## config.mk

```make
export PLATFORM = sky130hd
export DESIGN_NAME = dac_spi_out
export DESIGN_NICKNAME = d
export VERILOG_FILES = /design/src/rtl/dac_pkg.sv /design/src/rtl/dac_spi_out_sclk_gen.sv /design/src/rtl/dac_spi_out.sv
export SDC_FILE = /design/constraint.sdc
export NUM_CORES = 1
export LEC_CHECK = 0
export ABC_AREA = 1
export BUFFER_PORTS_ARGS = -buffer_cell sky130_fd_sc_hd__clkbuf_2
export CAP_MARGIN = 0
export CORE_ASPECT_RATIO = 1.2
export CORE_MARGIN = 8
export CORE_UTILIZATION = 40
export DETAILED_ROUTE_END_ITERATION = 7
export PLACE_DENSITY = 0.71
export SYNTH_ARGS = -nofsm -noshare
export SYNTH_HDL_FRONTEND = slang
export SYNTH_SLANG_ARGS = --single-unit
export TNS_END_PERCENT = 100
```

## constraint.sdc

```tcl
create_clock -name clk -period 1.47 [get_ports clk]
set_clock_uncertainty 0.1 [all_clocks]
set_input_delay 0.2205 -clock clk [delete_from_list [all_inputs] [get_ports clk]]
set_output_delay 0.2205 -clock clk [all_outputs]
set_load 0.05 [all_outputs]
```

## src/rtl/dac_pkg.sv

```systemverilog
// Shared types and constants for the DAC SPI output stage.
// Holds the FSM state enum, frame geometry and the offset-binary midscale.
package dac_pkg;

    typedef enum logic [1:0] {
        IDLE,
        SHIFT,
        DONE
    } state_t;

    localparam int FRAME_W = 16;
    localparam int CODE_W  = 12;

    localparam logic [1:0] PD_NORMAL = 2'b00;

    localparam logic [CODE_W-1:0] MIDSCALE = 12'd2048;

endpackage

```

## src/rtl/dac_spi_out_sclk_gen.sv

```systemverilog
// SPI clock generator: half-period counter that runs only while enabled.
// Ports: clk, rst, en (frame active), sclk (idles high), fall_tick/rise_tick
// (one-cycle strobes in the cycle before sclk changes level).
import dac_pkg::*;

module sclk_gen #(
    parameter int DIV = 4
) (
    input  logic clk,
    input  logic rst,
    input  logic en,
    output logic sclk,
    output logic fall_tick,
    output logic rise_tick
);

    localparam int CW = (DIV > 1) ? $clog2(DIV) : 1;

    logic [CW-1:0] cnt;
    logic          wrap;

    assign wrap      = en && (cnt == CW'(DIV - 1));
    assign fall_tick = wrap && sclk;
    assign rise_tick = wrap && !sclk;

    // Leaving the enabled state parks the clock high with a fresh count,
    // so every frame starts with a full half-period before the first fall.
    always_ff @(posedge clk) begin
        if (rst || !en) begin
            cnt  <= '0;
            sclk <= 1'b1;
        end else if (wrap) begin
            cnt  <= '0;
            sclk <= ~sclk;
        end else begin
            cnt  <= cnt + 1'b1;
        end
    end

endmodule

```

## src/rtl/dac_spi_out.sv

```systemverilog
// Captures one signed Qmag.pres sample per start, clamps it to a 12-bit
// offset-binary code and shifts a 16-bit frame MSB-first to the DAC.
// Ports: clk, rst, data_i, start in; busy, done, sat, overrun, sclk,
// sync_n, sdata out (all registered).
import dac_pkg::*;

module dac_spi_out #(
    parameter int largo = 24,
    parameter int mag   = 8,
    parameter int pres  = 16,
    parameter int DIV   = 4
) (
    input  logic              clk,
    input  logic              rst,
    input  logic signed [largo:0] data_i,
    input  logic              start,
    output logic              busy,
    output logic              done,
    output logic              sat,
    output logic              overrun,
    output logic              sclk,
    output logic              sync_n,
    output logic              sdata
);

    localparam int SH = pres - 11;

    localparam logic signed [largo:0] SMAX = $signed((largo+1)'(2047));
    localparam logic signed [largo:0] SMIN = $signed((largo+1)'(-2048));

    state_t state;
    state_t next;

    logic signed [largo:0]  s;
    logic [CODE_W-1:0]      clamp;
    logic                   sat_c;
    logic [FRAME_W-1:0]     frame_c;
    logic [FRAME_W-2:0]     shreg;
    logic [4:0]             bitcnt;
    logic                   fall_tick;
    logic                   rise_tick;
    logic                   accept;

    // Integer bits beyond 12 only matter for detecting saturation.
    always_comb begin
        s     = data_i >>> SH;
        clamp = s[CODE_W-1:0];
        sat_c = 1'b0;
        if (s > SMAX) begin
            clamp = 12'h7ff;
            sat_c = 1'b1;
        end else if (s < SMIN) begin
            clamp = 12'h800;
            sat_c = 1'b1;
        end
        frame_c = {2'b00, PD_NORMAL, clamp + MIDSCALE};
    end

    assign accept = (state == IDLE) && start;

    sclk_gen #(
        .DIV(DIV)
    ) u_sclk (
        .clk      (clk),
        .rst      (rst),
        .en       (state == SHIFT),
        .sclk     (sclk),
        .fall_tick(fall_tick),
        .rise_tick(rise_tick)
    );

    always_ff @(posedge clk) begin
        if (rst) begin
            state <= IDLE;
        end else begin
            state <= next;
        end
    end

    always_comb begin
        next = state;
        unique case (state)
            IDLE:    if (start) next = SHIFT;
            SHIFT:   if (rise_tick && bitcnt == 5'd15) next = DONE;
            DONE:    next = IDLE;
            default: next = IDLE;
        endcase
    end

    // Handshake outputs are registered copies of the next-state decode so
    // they line up with the state they describe.
    always_ff @(posedge clk) begin
        if (rst) begin
            busy    <= 1'b0;
            done    <= 1'b0;
            sat     <= 1'b0;
            overrun <= 1'b0;
            sync_n  <= 1'b1;
            sdata   <= 1'b0;
            shreg   <= '0;
            bitcnt  <= '0;
        end else begin
            busy   <= (next != IDLE);
            done   <= (next == DONE);
            sync_n <= (next != SHIFT);
            if (start && state != IDLE) begin
                overrun <= 1'b1;
            end
            if (accept) begin
                shreg  <= frame_c[FRAME_W-2:0];
                sdata  <= frame_c[FRAME_W-1];
                sat    <= sat_c;
                bitcnt <= '0;
            end else if (state == SHIFT && rise_tick) begin
                // Zero-fill leaves sdata low once the last bit is gone.
                shreg  <= {shreg[FRAME_W-3:0], 1'b0};
                sdata  <= shreg[FRAME_W-2];
                bitcnt <= bitcnt + 1'b1;
            end
        end
    end

endmodule

```

==> metrics.cfg <==
[global_routing]
grt_pass1_wl_mm=5.06
grt_pass1_vias=1294
grt_max_degree=13
track_usage_pct=11.1
grt_antenna_before_repair=0
grt-ovfl-total=0

[power_and_ir_drop]
power.leakage_nw=0.810
vdd_drop_max_uv=772
powerDensity_nw_per_um2=1060

[setup_path]
worstSetupPathType=reg2reg
crit_path_top_delay_cell=dfxtp_1
crit_path_max_incr_delay_ps=330
crit_buf_inv=1
critPathTopFamily=flip-flops
reg2reg_depth=7
cp_common_cell=ha_1
worst-path-stages=7
worstSetupStartpoint=bitcnt[0]
arrival_ps=1460
worstPathRequired_ps=1530
worst_setup_path_end_kind=flop
endpoint=busy
cp-start-kind=flop
rr_startpoint=bitcnt[0]
ff2ff_setup_slack_ps=70
rr_endpoint=busy
crit_path_max_fanout=3
path_cells=ha_1 -> inv_1 -> nor3_2 -> ha_1 -> nand2_1 -> a22oi_2 -> o21ai_1

[logic_synthesis]
synthTopCellsByCount=nand2_1, dfxtp_1, o21ai_0
syn_inst=190
ys_top_cells_by_area=dfxtp_1, nand2_1, o21ai_0
ys_warn_count=0
synth_edf_count=0
yosysMostFrequentCell=nand2_1
synth.distinct_cells=25
ys_seq_area_share_pct=44.8
synth_area_leader_cell=dfxtp_1
syn-num-nets=221
ys_async_sr_fraction_pct=0
synth-seq-cells=31
synthFlopType=dfxtp_1
postSynthAreaPerCell_um2=7.29
syn_area_um2=1390
synth.top_cell.area_share_pct=44.8

[cts]
cts_tree=yes
numCtsBuffers=5
clock_latency_ps=280
clkTransAtPathRegs_ps=60
htreeDepth=2
cts-root-buf=clkbuf_8
clock_path_buffers=2
cts.sinks=31

[sta]
setup_viol=0
max_slew_margin_pct=79.7
worst_hold_slack_ps=104
fin_crit_ps=1400
fmaxAchievable_mhz=714
drv_slew=0
min_period_over_period_pct=95.3
rsz0062_at_grt=yes
worstMarginPinSlew_ps=304
finalSetupTns_ps=0
hold_viol_final=0

[floorplanning]
io_pins=35
die_area_um2=5610
row_count=23
die_height_um=80.5
initial_core_util_pct=41.5
die_w_um=69.7
core_um2=3340

[detailed_routing]
vias=1309
drc=0
ant_nets=0
drt_first_pass_iters=4
avgViaCountPerCell=4.78
drt_iter0_markers=59
drt_wl_total_mm=2.95
wl_per_cell_um=10.8

[placed_design]
gp_congestion=0.764
portBuffers=29
post-dp-hpwl_mm=2.22

[run]
cap_viol_max_count=0

[worst_hold_path]
hold_class=in2reg

[finish]
num_antenna_cells=0
fin_nets=267
final_core_utilization_pct=53.6
area_growth_pct=29.2
drive_gt1_share_pct=28.3

[outcome]
outcome=finished, final reports clean

[power by group]
part	internal, mW	switching (mW)
Combinational	0.106	0.161
Sequential	0.887	0.0206
Clock	0.426	0.291
Total	1.42	0.473
[cell usage in the layout, fill, tap and decap left out, drive strengths merged, types with 3 or more instances in the layout]
cell type and n:
a21oi 23, nand3 4, buf 18, clkbuf 37, ha 3, nand2 48, nor3 3, o21ai 27
dfxtp 31, nor2 13, inv 25
[through the flow]
step                      power (mW)  setup WS (ps)  cells  cell area [µm²]
after floorplan                 1.09            108    190             1390
after global placement          1.18           41.5    264             1650
after detailed placement        1.18           6.84    264             1650
after CTS                       1.91           21.6    272             1760
after global routing            1.98          -34.3    274             1790
final                           1.89           69.0    274             1790
[sequential cells by signal, indices dropped and copies added, names as in the netlist]
register	count
overrun	1
u_sclk.cnt	2
shreg	15
done	1
u_sclk.sclk	1
busy	1
sat	1
sdata	1
sync_n	1
bitcnt	5
state	2
[how the worst min path moves through the flow]
stage | endpoint | slack [ps] | startpoint | cells after the start
global placement | u_sclk.cnt[0] | 330 | u_sclk.cnt[0] | 1
floorplan | overrun | 190 | rst | 1
global route | overrun | 110 | start | 3
finish | shreg[0] | 100 | rst | 2
CTS | overrun | 100 | start | 3
detailed placement | u_sclk.cnt[0] | 330 | u_sclk.cnt[0] | 1
[area by class of cell]
cell class	count	area, µm²
Fill cell	345	1550
Multi-Input combinational cell	126	633
Sequential cell	31	623
Timing Repair Buffer	47	293
Clock buffer	8	100
Inverter	25	93.8
Tap cell	37	46.3
[kinds of logic (layout without fill, tap and decap cells)]
kind of cell / Yosys count / count (layout) / synth area share [%]
simple gates: 70 / 70 / 21.6
buf+inv: 33 / 80 / 10.0
fa+ha+maj: 3 / 3 / 2.71
flops: 31 / 31 / 44.8
compound gates: 53 / 53 / 20.9
[repair_timing]
item,in CTS,in global routing
resized for setup,1,4
buffers inserted,0,2
pin swaps,1,1
setup endpoints to repair,1,8
hold buffers,0,0
endpoints found under the hold margin,0,0
cloned,0,0
[routing by layer]
layer	vias to the layer above	GRT usage, %	share of wire (%)
met5	-	0	0
met4	0	7.04	2.1
met3	6	4.68	4.8
met2	26	20.2	52
met1	573	10.1	41
li1	704	-	-
(Power assumes the default switching activity.)
